[config.mk]
export PLATFORM = sky130hd
export DESIGN_NAME = brc_serial
export DESIGN_NICKNAME = d
export VERILOG_FILES = /design/src/rtl/brc_serial.sv
export SDC_FILE = /design/constraint.sdc
export NUM_CORES = 1
export LEC_CHECK = 0
export ABC_AREA = 1
export BUFFER_PORTS_ARGS = -buffer_cell sky130_fd_sc_hd__buf_2
export CAP_MARGIN = 20
export CORE_AREA = 2 2 83 85
export DETAILED_ROUTE_END_ITERATION = 8
export DIE_AREA = 0 0 85 87
export GPL_ROUTABILITY_DRIVEN = 0
export PLACE_DENSITY_LB_ADDON = 0.05
export SLEW_MARGIN = 10
export SYNTH_ARGS = -nofsm -noshare
export SYNTH_HDL_FRONTEND = slang
export SYNTH_SLANG_ARGS = --single-unit
[constraint.sdc]
create_clock -name i_clk -period 2.1 [get_ports i_clk]
set_clock_uncertainty 0.05 [all_clocks]
set_input_delay 0.42 -clock i_clk [delete_from_list [all_inputs] [get_ports i_clk]]
set_output_delay 0.42 -clock i_clk [all_outputs]
set_load 0.02 [all_outputs]
[src/rtl/brc_serial.sv]
// Serial MSB-first branch comparator: compares two operands CHUNK_W bits per cycle
// and resolves less/equal flags plus the taken bit for a RISC-V branch funct3.
module brc_serial #(
  parameter int unsigned DATA_W     = 32,
  parameter int unsigned CHUNK_W    = 8,
  parameter bit          EARLY_EXIT = 1'b0
) (
  input  logic              i_clk,
  input  logic              i_reset,
  input  logic              i_valid,
  output logic              o_ready,
  input  logic              i_br_uns,
  input  logic [2:0]        i_br_cond,
  input  logic [DATA_W-1:0] i_operand_a,
  input  logic [DATA_W-1:0] i_operand_b,
  output logic              o_valid,
  input  logic              i_ready,
  output logic              o_br_less,
  output logic              o_br_equal,
  output logic              o_br_taken
);

  localparam int unsigned NCHUNK = DATA_W / CHUNK_W;
  localparam int unsigned IDX_W  = (NCHUNK > 1) ? $clog2(NCHUNK) : 1;
  localparam logic [DATA_W-1:0] MSB_MASK = DATA_W'(1) << (DATA_W - 1);

  typedef enum logic [1:0] {
    S_IDLE = 2'd0,
    S_BUSY = 2'd1,
    S_DONE = 2'd2
  } state_t;

  state_t             state_q;
  logic [DATA_W-1:0]  a_q, b_q;
  logic [2:0]         cond_q;
  logic [IDX_W-1:0]   idx_q;
  logic               decided_q, verdict_q;
  logic               ready_q, valid_q, less_q, equal_q, taken_q;

  logic [CHUNK_W-1:0] chunk_a_c, chunk_b_c;
  logic               diff_c, decided_c, verdict_c, last_c, finish_c;
  logic               less_fin_c, equal_fin_c;

  function automatic logic taken_f(input logic [2:0] cond, input logic eq, input logic lt);
    case (cond)
      3'b000:         taken_f = eq;
      3'b001:         taken_f = ~eq;
      3'b100, 3'b110: taken_f = lt;
      3'b101, 3'b111: taken_f = ~lt;
      default:        taken_f = 1'b0;
    endcase
  endfunction

  // Operands shift left each BUSY cycle so the chunk under test is always at the top.
  always_comb begin
    chunk_a_c   = a_q[DATA_W-1 -: CHUNK_W];
    chunk_b_c   = b_q[DATA_W-1 -: CHUNK_W];
    diff_c      = (chunk_a_c != chunk_b_c);
    decided_c   = decided_q | diff_c;
    verdict_c   = decided_q ? verdict_q : (chunk_a_c < chunk_b_c);
    last_c      = (idx_q == IDX_W'(NCHUNK - 1));
    finish_c    = last_c || (EARLY_EXIT && diff_c && !decided_q);
    less_fin_c  = decided_c & verdict_c;
    equal_fin_c = ~decided_c;
  end

  always_ff @(posedge i_clk) begin
    if (i_reset) begin
      state_q   <= S_IDLE;
      ready_q   <= 1'b1;
      valid_q   <= 1'b0;
      less_q    <= 1'b0;
      equal_q   <= 1'b0;
      taken_q   <= 1'b0;
      idx_q     <= '0;
      decided_q <= 1'b0;
      verdict_q <= 1'b0;
      a_q       <= '0;
      b_q       <= '0;
      cond_q    <= '0;
    end else begin
      case (state_q)
        S_IDLE: begin
          if (i_valid) begin
            // Flipping the sign bit maps two's-complement order onto unsigned order.
            a_q       <= i_operand_a ^ (i_br_uns ? '0 : MSB_MASK);
            b_q       <= i_operand_b ^ (i_br_uns ? '0 : MSB_MASK);
            cond_q    <= i_br_cond;
            idx_q     <= '0;
            decided_q <= 1'b0;
            verdict_q <= 1'b0;
            ready_q   <= 1'b0;
            state_q   <= S_BUSY;
          end
        end
        S_BUSY: begin
          a_q       <= a_q << CHUNK_W;
          b_q       <= b_q << CHUNK_W;
          idx_q     <= idx_q + 1'b1;
          decided_q <= decided_c;
          verdict_q <= verdict_c;
          if (finish_c) begin
            less_q  <= less_fin_c;
            equal_q <= equal_fin_c;
            taken_q <= taken_f(cond_q, equal_fin_c, less_fin_c);
            valid_q <= 1'b1;
            state_q <= S_DONE;
          end
        end
        S_DONE: begin
          if (i_ready) begin
            valid_q <= 1'b0;
            ready_q <= 1'b1;
            state_q <= S_IDLE;
          end
        end
        default: begin
          valid_q <= 1'b0;
          ready_q <= 1'b1;
          state_q <= S_IDLE;
        end
      endcase
    end
  end

  assign o_ready    = ready_q;
  assign o_valid    = valid_q;
  assign o_br_less  = less_q;
  assign o_br_equal = equal_q;
  assign o_br_taken = taken_q;

endmodule
== Word-level counts from Yosys, hierarchy flattened ==
Cells that the tools add are included.

* Bits in registers: 78
* Word-level logic and storage cells: 66
* Output and inout bits: 5
* Input port bits: 72

* Reduce and logical (&&, ||, !) cells: 11
* $lt $le $gt $ge: 1
* Bitwise gates (word level): 8
* Add/subtract/negate cells: 1
* Equal/unequal tests: 12
* Muxes and demuxes: 21

{| class="wikitable"
|+ Operators with widths
! operator !! count
|-
| case mux 32 bit (2 select lines) || 2
|-
| 2-to-1 mux 32 bit || 3
|-
| bitwise XOR 32 bit || 2
|-
| equality test 3 bit, second input constant || 4
|-
| AND reduction 3 bit || 3
|-
| less-than comparator 8 bit || 1
|-
| 2-to-1 mux 2 bit || 4
|-
| != test 8 bit || 1
|-
| != test 2 bit, second input constant || 3
|-
| case mux 1 bit (3 select lines) || 2
|-
| case mux 2 bit (3 select lines) || 1
|-
| AND reduction 2 bit || 3
|-
| 2-to-1 mux 1 bit || 5
|-
| equality test 2 bit, second input constant || 2
|-
| inverter 1 bit || 4
|-
| case mux 1 bit (2 select lines) || 2
|-
| case mux 1 bit (4 select lines) || 1
|-
| case mux 2 bit (2 select lines) || 1
|-
| OR reduction 2 bit || 2
|-
| equality test 3 x 1 -> 1 bit, second input constant || 1
|-
| zero test 3 bit || 1
|-
| adder 2 x 1 -> 2 bit, second input constant || 1
|-
| equality test 2 x 1 -> 1 bit, second input constant || 1
|-
| zero test 2 bit || 1
|-
| other kinds (3) || 3
|}

== Logic depth before layout (Yosys ltp) ==
Gate-level depths: netlist of the first run.

* Word-level depth: 5
* Gate-level depth with buffers: 15
* Mapped depth without buffers: 15

== Least setup slack after synthesis of the first run ==
Ideal clock, no wire load.

* Kind: flip-flop to flip-flop
* From: reg b_q[31]
* To: reg taken_q (netlist: o_br_taken)
* Clock period less this slack: 1.547 ns
* Library setup time: 0.132 ns
* Path buffers: 0
* Stages on the path, launching flop included: 12
* Arrival time: 1.365 ns
* Data required time: 1.918 ns
* Path slack: 0.553 ns
* Cell sequence: dfxtp_1 > inv_1 > ha_1 > nand2_1 > nor2_1 > nand3_1 > nand2_1 > nor2_1 > a21oi_1 > nand2_1 > nand2_1 > a21oi_1

* Word-level cells in the longest chain between the ends: 5
* Elaborated cells on any way between the ends: 8
* Classes of those cells: order compare (1); eq/ne (1); mux (2); bitwise (4)

{| class="wikitable"
|+ Ends and longest elaborated chain
! what !! line !! RTL
|-
| start, declared || 34 || <nowiki>logic [DATA_W-1:0] a_q, b_q;</nowiki>
|-
| start signal, assigned || 87 || <nowiki>b_q <= i_operand_b ^ (i_br_uns ? '0 : MSB_MASK);</nowiki>
|-
| start signal, assigned || 98 || <nowiki>b_q <= b_q << CHUNK_W;</nowiki>
|-
| less-than comparator 8 bit or != test 8 bit (tied branches) || 60, 58 ||
|-
| 2-to-1 mux 1 bit or OR 1 bit (tied branches) || 60, 59 ||
|-
| bitwise AND 1 bit || 63 || <nowiki>less_fin_c = decided_c & verdict_c;</nowiki>
|-
| inverter 1 bit || 49 || <nowiki>3'b101, 3'b111: taken_f = ~lt;</nowiki>
|-
| case mux 1 bit (4 select lines) (*) || 45 || <nowiki>case (cond)</nowiki>
|-
| end signal, assigned || 105 || <nowiki>taken_q <= taken_f(cond_q, equal_fin_c, less_fin_c);</nowiki>
|-
| end, declared || 38 || <nowiki>logic ready_q, valid_q, less_q, equal_q, taken_q;</nowiki>
|}

Mark *: on every way between the ends. The rest lies on a longest branch, timed or not.
A chain may end at the register's enable or synchronous reset.

== Final worst setup path of the first run ==
Same ends and word-level chain as after synthesis.

==> impl_metrics.env, run 1 <==
export IMPL_wl_um=7733
export IMPL_critPathMaxStageDelay_ps=340
export IMPL_rows=30
export IMPL_fin_setup_tns_ps=0
export IMPL_worst_slew_pin_transition_ps=496.9
export IMPL_rsz0062_at_grt="false"
export IMPL_crit_arrival_ps=1990
export IMPL_via_per_inst=5.264
export IMPL_setup_viol=0
export IMPL_fin_crit_ps=1764
export IMPL_first_global_vias=2996
export IMPL_vias=3190
export IMPL_port_buffers=76
export IMPL_pwr_share_comb_pct=16.9
export IMPL_antenna_found_initial=0
export IMPL_switching_power_w=0.0009542
export IMPL_max_freq_mhz=566.8
export IMPL_cts_max_level=3
export IMPL_drt_pass1_iterations=4
export IMPL_grt_pass1_wl_um=13380
export IMPL_critical_path_required_ps=2330
export IMPL_critPathKind="reg -> reg"
export IMPL_p_leak_nw=1.751
export IMPL_die_h_um=87
export IMPL_cp_end_kind="flip-flop"
export IMPL_grt_util_met3_pct=3.981
export IMPL_worstHoldPathType="in -> reg"
export IMPL_relSlewSlack_pct=66.87
export IMPL_postCtsHoldBufs=0
export IMPL_cp_slowest_cell="dfxtp_1"
export IMPL_intPower_w=0.002477
export IMPL_fill_cells=660
export IMPL_worstSetupStartpointType="flip-flop"
export IMPL_cts_buffers=9
export IMPL_antenna_cells=0
export IMPL_peakVddDrop_uv=745.1
export IMPL_io_pins=77
export IMPL_cts_num_sinks=78
export IMPL_final_antenna_net_count=0
export IMPL_hold_viol_final=0
export IMPL_cts_max_path_buffers=2
export IMPL_syn_area_um2=3381
export IMPL_area_growth_pct=17.91
export IMPL_grt_max_degree=94
export IMPL_first_iter_violations=165
export IMPL_cpMostUsedCell="nand2_1"
export IMPL_grt_use_met2_pct=37.07
export IMPL_cp_max_fo=5
export IMPL_die_w_um=85
export IMPL_busiest_layer="met2"
export IMPL_yosysUniqueCellTypes=24
export IMPL_power_density_nw_per_um2=860.8
export IMPL_seqPwrFrac_pct=49.1
export IMPL_cts_tree="yes"
export IMPL_drv_slew=0
export IMPL_clock_latency_ps=340
export IMPL_yosysSeqAreaShare_pct=46.19
export IMPL_crit_chain="inv_1, ha_1, nand2_1, nor2_1, nand3_2, nand2_1, nand2_1, nor2_1, a21oi_1, nand2_1, nand2_1, a21oi_1"
export IMPL_fin_cells=606
export IMPL_dieArea_um2=7395
export IMPL_dp_cells=591
export IMPL_cts_root_buffer="clkbuf_8"
export IMPL_grt_ovfl_total=0
export IMPL_syn_inst=459
export IMPL_drcViolationCount=0
export IMPL_nNetsFinal=603
export IMPL_switching_share_pct=27.81
export IMPL_pwr_share_clk_pct=34.0
export IMPL_pre_cts_ws_ps=316.7
export IMPL_synth_fp_nets=540
export IMPL_final_setup_worst_slack_ps=335.7
export IMPL_wire_per_inst_um=12.76
export IMPL_grt_util_all_layers_pct=22.44
export IMPL_ys_warnings_count=0
export IMPL_clk_pin_slew_worst_paths_ps=80
export IMPL_synth_avg_cell_area_um2=7.365
export IMPL_drive_above_1_share_pct=20.15
export IMPL_period_share_pct=84.01
export IMPL_met1_usage_pct=29.66
export IMPL_status="completed"
export IMPL_maxCapViolations=0
export IMPL_dp_hpwl_um=5232
export IMPL_ys_seq_elements=78
export IMPL_initial_core_util_pct=51.47
export IMPL_core_um2=6569
-- power groups by stage --
stage          Clock [W]  Sequential (W)  Combinational [W]
3_5_place_dp           0         0.00172           0.000581
3_3_place_gp           0         0.00172           0.000565
5_1_grt          0.00125         0.00170           0.000680
6_report         0.00117         0.00169           0.000579
2_1_floorplan          0         0.00170           0.000425
4_1_cts          0.00119         0.00169           0.000584
-- area by class of cell --
class                   count  area [um2]  share of cell area (%)
clock buffers              12       165.2                   4.143
repair buffers             82       437.9                   10.99
well taps                  80       100.1                   2.511
flip-flops and latches     78        1562                   39.17
multi-input cells         324        1575                   39.52
clock inverters             3       42.54                   1.067
inverters                  27       103.9                   2.605
-- through the flow --
stage | util (%) | power [W] | instance area [um2] | hold WS [ps]
floorplan | - | 0.002125 | 3381 | 382.8
global placement | 57.45 | 0.002282 | 3774 | 398.8
detailed placement | 57.45 | 0.002300 | 3774 | 402.7
CTS | 60.61 | 0.003457 | 3981 | 262.9
global route | 60.69 | 0.003632 | 3986 | 271.4
finish | 60.69 | 0.003431 | 3986 | 271.7
-- layer usage --
metal | vias to the layer above | wire length, um
li1 | 1656 | -
met1 | 1460 | 3667
met2 | 68 | 3666
met3 | 6 | 315
met4 | 0 | 85
met5 | - | 0
-- critical path: cells and delay by family, from the launching register on --
family | cells | cell delay (ps)
adder cells (fa/ha/maj) | 1 | 330
flip-flops | 1 | 340
AO/OA/AOI/OAI | 2 | 170
AND/OR/NAND/NOR | 8 | 760
buffers and inverters | 1 | 50
-- cells in the mapped netlist --
master | count | area, um2
a21oi_1 | 31 | 155.2
nor3_1 | 1 | 5.000
clkbuf_2 | 2 | 10.01
inv_4 | 1 | 6.260
o211ai_1 | 2 | 15.01
o21ai_1 | 23 | 115.1
inv_2 | 3 | 11.26
xor2_1 | 2 | 17.52
o221ai_1 | 1 | 8.760
ha_1 | 9 | 112.6
a31oi_1 | 46 | 287.8
nand3_1 | 5 | 25.02
nand2_4 | 1 | 11.26
inv_1 | 23 | 86.33
buf_2 | 6 | 30.03
o21ai_0 | 30 | 150.1
nor2_4 | 2 | 22.52
clkbuf_1 | 17 | 63.81
dfxtp_1 | 78 | 1562
buf_6 | 1 | 11.26
buf_4 | 4 | 30.03
nor2_2 | 1 | 6.260
nand2_1 | 158 | 593.1
nor2_1 | 12 | 45.04
-- cells in the final DEF, fill, tap and decap left out --
cell type and count:
a21oi_1 31, a31oi_1 46, buf_12 1, buf_2 76, buf_4 5, bufinv_16 1
clkbuf_8 12, clkinv_2 1, clkinvlp_4 1, dfxtp_1 78, ha_1 9, inv_1 23
inv_2 3, inv_4 1, nand2_1 158, nand2_4 1, nand3_1 4, nand3_2 1
nor2_1 12, nor2_2 1, nor2_4 2, nor3_1 1, o211ai_1 2, o21ai_0 30
o21ai_1 23, o221ai_1 1, xor2_1 2
-- worst paths after layout --
path	from	to	slack [ps]	cells past startpoint
min	i_operand_b[2]	b_q[2]$_SDFFE_PP0P_	270	3
max	b_q[31]$_SDFFE_PP0P_	o_br_taken$_SDFFE_PP0P_	340	12
min reg2reg	idx_q[0]$_SDFFE_PP0P_	idx_q[0]$_SDFFE_PP0P_	420	1
max reg2reg	b_q[31]$_SDFFE_PP0P_	o_br_taken$_SDFFE_PP0P_	340	12
-- kinds of logic (layout without fill, tap and decap cells) --
group	after synthesis	count (layout)	synth area share (%)
buffers and inverters	57	124	7.365
and+or+nand+nor	180	180	20.95
adders and majority gates	9	9	3.331
AOI/OAI and AO/OA	133	133	21.65
xor gates and xnor gates	2	2	0.5182
DFF	78	78	46.19
-- registers in the layout (all words and copies together) (netlist names) --
register / flops
verdict_q: 1
idx_q: 2
state_q: 2
o_valid: 1
o_br_equal: 1
a_q: 32
o_ready: 1
decided_q: 1
o_br_less: 1
cond_q: 3
b_q: 32
o_br_taken: 1
-- what timing repair did --
action | in CTS | in global routing
buffers inserted | 0 | 0
endpoints found under the setup margin | 0 | 1
resized for setup | 0 | 1
Note: power is estimated with default switching activity, not from simulation.
==> run 2: changes to the inputs <==
Settings changed: CORE_AREA 2 2 83 85 to 2 2 87 89, DIE_AREA 0 0 85 87 to 0 0 89 91.
Clock period 2.1 ns to 1.6 ns, I/O delays scaled along.
==> impl_metrics.env, run 2 (synthesized netlist as in run 1, its figures left out) <==
export IMPL_p_leak_nw=1.826
export IMPL_fin_setup_tns_ps=-21.90
export IMPL_rows=31
export IMPL_crit_chain="inv_2, ha_4, nand2_4, nor2_4, nand3_4, nand2_2, nand2_1, nor2_1, a21oi_1, nand2_1, nand2_1, a21oi_1"
export IMPL_cpMostUsedCell="nand2_1"
export IMPL_postCtsHoldBufs=0
export IMPL_final_antenna_net_count=0
export IMPL_setup_viol=1
export IMPL_fin_hold_ws_ps=172.8
export IMPL_drcViolationCount=0
export IMPL_port_buffers=76
export IMPL_io_pins=77
export IMPL_pre_cts_ws_ps=-71.63
export IMPL_crit_arrival_ps=1840
export IMPL_period_share_pct=101.4
export IMPL_cts_tree="yes"
export IMPL_grt_util_all_layers_pct=20.48
export IMPL_hold_viol_final=0
export IMPL_first_global_vias=2948
export IMPL_grt_max_degree=56
export IMPL_fin_crit_ps=1622
export IMPL_antenna_found_initial=0
export IMPL_worstHoldPathType="in -> reg"
export IMPL_maxCapViolations=0
export IMPL_core_um2=7137
export IMPL_r2r_slack_ps=-20
export IMPL_cpLargestDelayFamily="simple AND/OR/NAND/NOR gates"
export IMPL_drv_slew=0
export IMPL_clock_latency_ps=340
export IMPL_cts_buffers=9
export IMPL_peakVddDrop_uv=493.6
export IMPL_relSlewSlack_pct=77.10
export IMPL_worst_path_buf_inv=1
export IMPL_antenna_cells=0
export IMPL_hold_start="i_operand_b[2]"
export IMPL_power_density_nw_per_um2=1131
export IMPL_drt_pass1_iterations=4
export IMPL_grt_pass1_wl_um=13210
export IMPL_cp_end_kind="flip-flop"
export IMPL_first_iter_violations=143
export IMPL_r2r_start="b_q[30]$_SDFFE_PP0P_"
export IMPL_reg_largest_list="a_q (32), b_q (32), cond_q (3)"
export IMPL_dp_cells=618
export IMPL_cts_max_path_buffers=2
export IMPL_worst_slew_pin_transition_ps=342.2
export IMPL_fin_cells=636
export IMPL_via_per_inst=5.066
export IMPL_area_growth_pct=26.35
export IMPL_max_freq_mhz=616.6
export IMPL_drive_above_1_share_pct=26.07
export IMPL_r2r_end="o_br_taken$_SDFFE_PP0P_"
export IMPL_final_cell_mix="152 x nand2_1, 76 x buf_2, 73 x dfxtp_1, 46 x a31oi_1, 31 x a21oi_1"
export IMPL_vias=3222
export IMPL_cts_max_level=3
export IMPL_nNetsFinal=614
export IMPL_whs_path_depth=3
export IMPL_clk_pin_slew_worst_paths_ps=80
export IMPL_hold_end="b_q[2]$_SDFFE_PP0P_"
export IMPL_postLayoutCoreUtil_pct=59.85
export IMPL_dieArea_um2=8099
export IMPL_initial_core_util_pct=47.37
export IMPL_cts_num_sinks=78
export IMPL_rr_worst_depth=12
export IMPL_final_common_cell="nand2_1"
export IMPL_critical_path_required_ps=1820
export IMPL_wl_um=8202
export IMPL_critPathKind="reg -> reg"
export IMPL_dp_hpwl_um=5429
export IMPL_critPathMaxStageDelay_ps=330
export IMPL_cp_max_fo=4
export IMPL_violations="setup timing"
export IMPL_wire_per_inst_um=12.90
export IMPL_cp_slowest_cell="dfxtp_2"
export IMPL_final_setup_worst_slack_ps=-21.90
export IMPL_die_w_um=89
export IMPL_grt_ovfl_total=0
export IMPL_worstSetupStartpointType="flip-flop"
export IMPL_rsz0062_at_grt="true"
export IMPL_cts_root_buffer="clkbuf_8"
export IMPL_die_h_um=91
export IMPL_status="complete, but fails checks"
run 2: cell types whose count changed in the layout (fill, tap and decap cells not counted), moves of 5 or more:
cell / change
nand2_2: +5
ha_4: +6
nand2_1: -6
buf_4: +7
dfxtp_1: -5
ha_1: -6
dfxtp_2: +5
run 2: power breakdown:
group | leakage (nW) | switching, W | internal (W)
Clock | 0.109 | 0.000695 | 0.000957
Combinational | 1.07 | 0.000539 | 0.000419
Sequential | 0.646 | 0.000102 | 0.00212
run 2: final cells by class:
type	instances	area, um2
multi-input combinational	324	1700
clock inverter	3	67.56
inverter	27	103.9
timing repair buffer	93	553.0
sequential	78	1568
fill	722	2865
clock buffer	12	155.1
tap	99	123.9
run 2: per-stage QoR:
| step | power, W | cell area, um2 |
|---|---|---|
| floorplan | 0.002789 | 3381 |
| global placement | 0.003042 | 3882 |
| detailed placement | 0.003061 | 3882 |
| CTS | 0.004747 | 4150 |
| global route | 0.005095 | 4272 |
| finish | 0.004832 | 4272 |
run 2: worst max-delay path by stage:
stage / start / endpoint / slack [ps] / cells past startpoint
2_1_floorplan: b_q[31]$_SDFFE_PP0P_ / o_br_taken$_SDFFE_PP0P_ / 50 / 11
3_3_place_gp: b_q[30]$_SDFFE_PP0P_ / o_br_taken$_SDFFE_PP0P_ / 8 / 11
3_5_place_dp: b_q[30]$_SDFFE_PP0P_ / o_br_taken$_SDFFE_PP0P_ / -70 / 11
4_1_cts: b_q[31]$_SDFFE_PP0P_ / o_br_taken$_SDFFE_PP0P_ / 3 / 13
5_1_grt: b_q[31]$_SDFFE_PP0P_ / o_br_taken$_SDFFE_PP0P_ / -180 / 13
6_report: b_q[30]$_SDFFE_PP0P_ / o_br_taken$_SDFFE_PP0P_ / -20 / 12
run 2: per-layer routing:
metal,track usage [%],part of all wire [%]
met1,30.53,50
met4,7.463,0.91
met5,0,0
met3,3.364,3.9
met2,29.60,45
run 2: repair_timing:
action,CTS,global route
pin swaps,3,17
endpoints found under the setup margin,1,3
resized for setup,7,24
endpoints found under the hold margin,0,0
setup buffers,1,2
run 2: worst register-to-register path, stage by stage (launching register included):
cell and delay, ps:
dfxtp_2 330, inv_2 40, ha_4 280, nand2_4 60, nor2_4 140, nand3_4 110, nand2_2 90, nand2_1 50
nor2_1 100, a21oi_1 50, nand2_1 60, nand2_1 40, a21oi_1 150
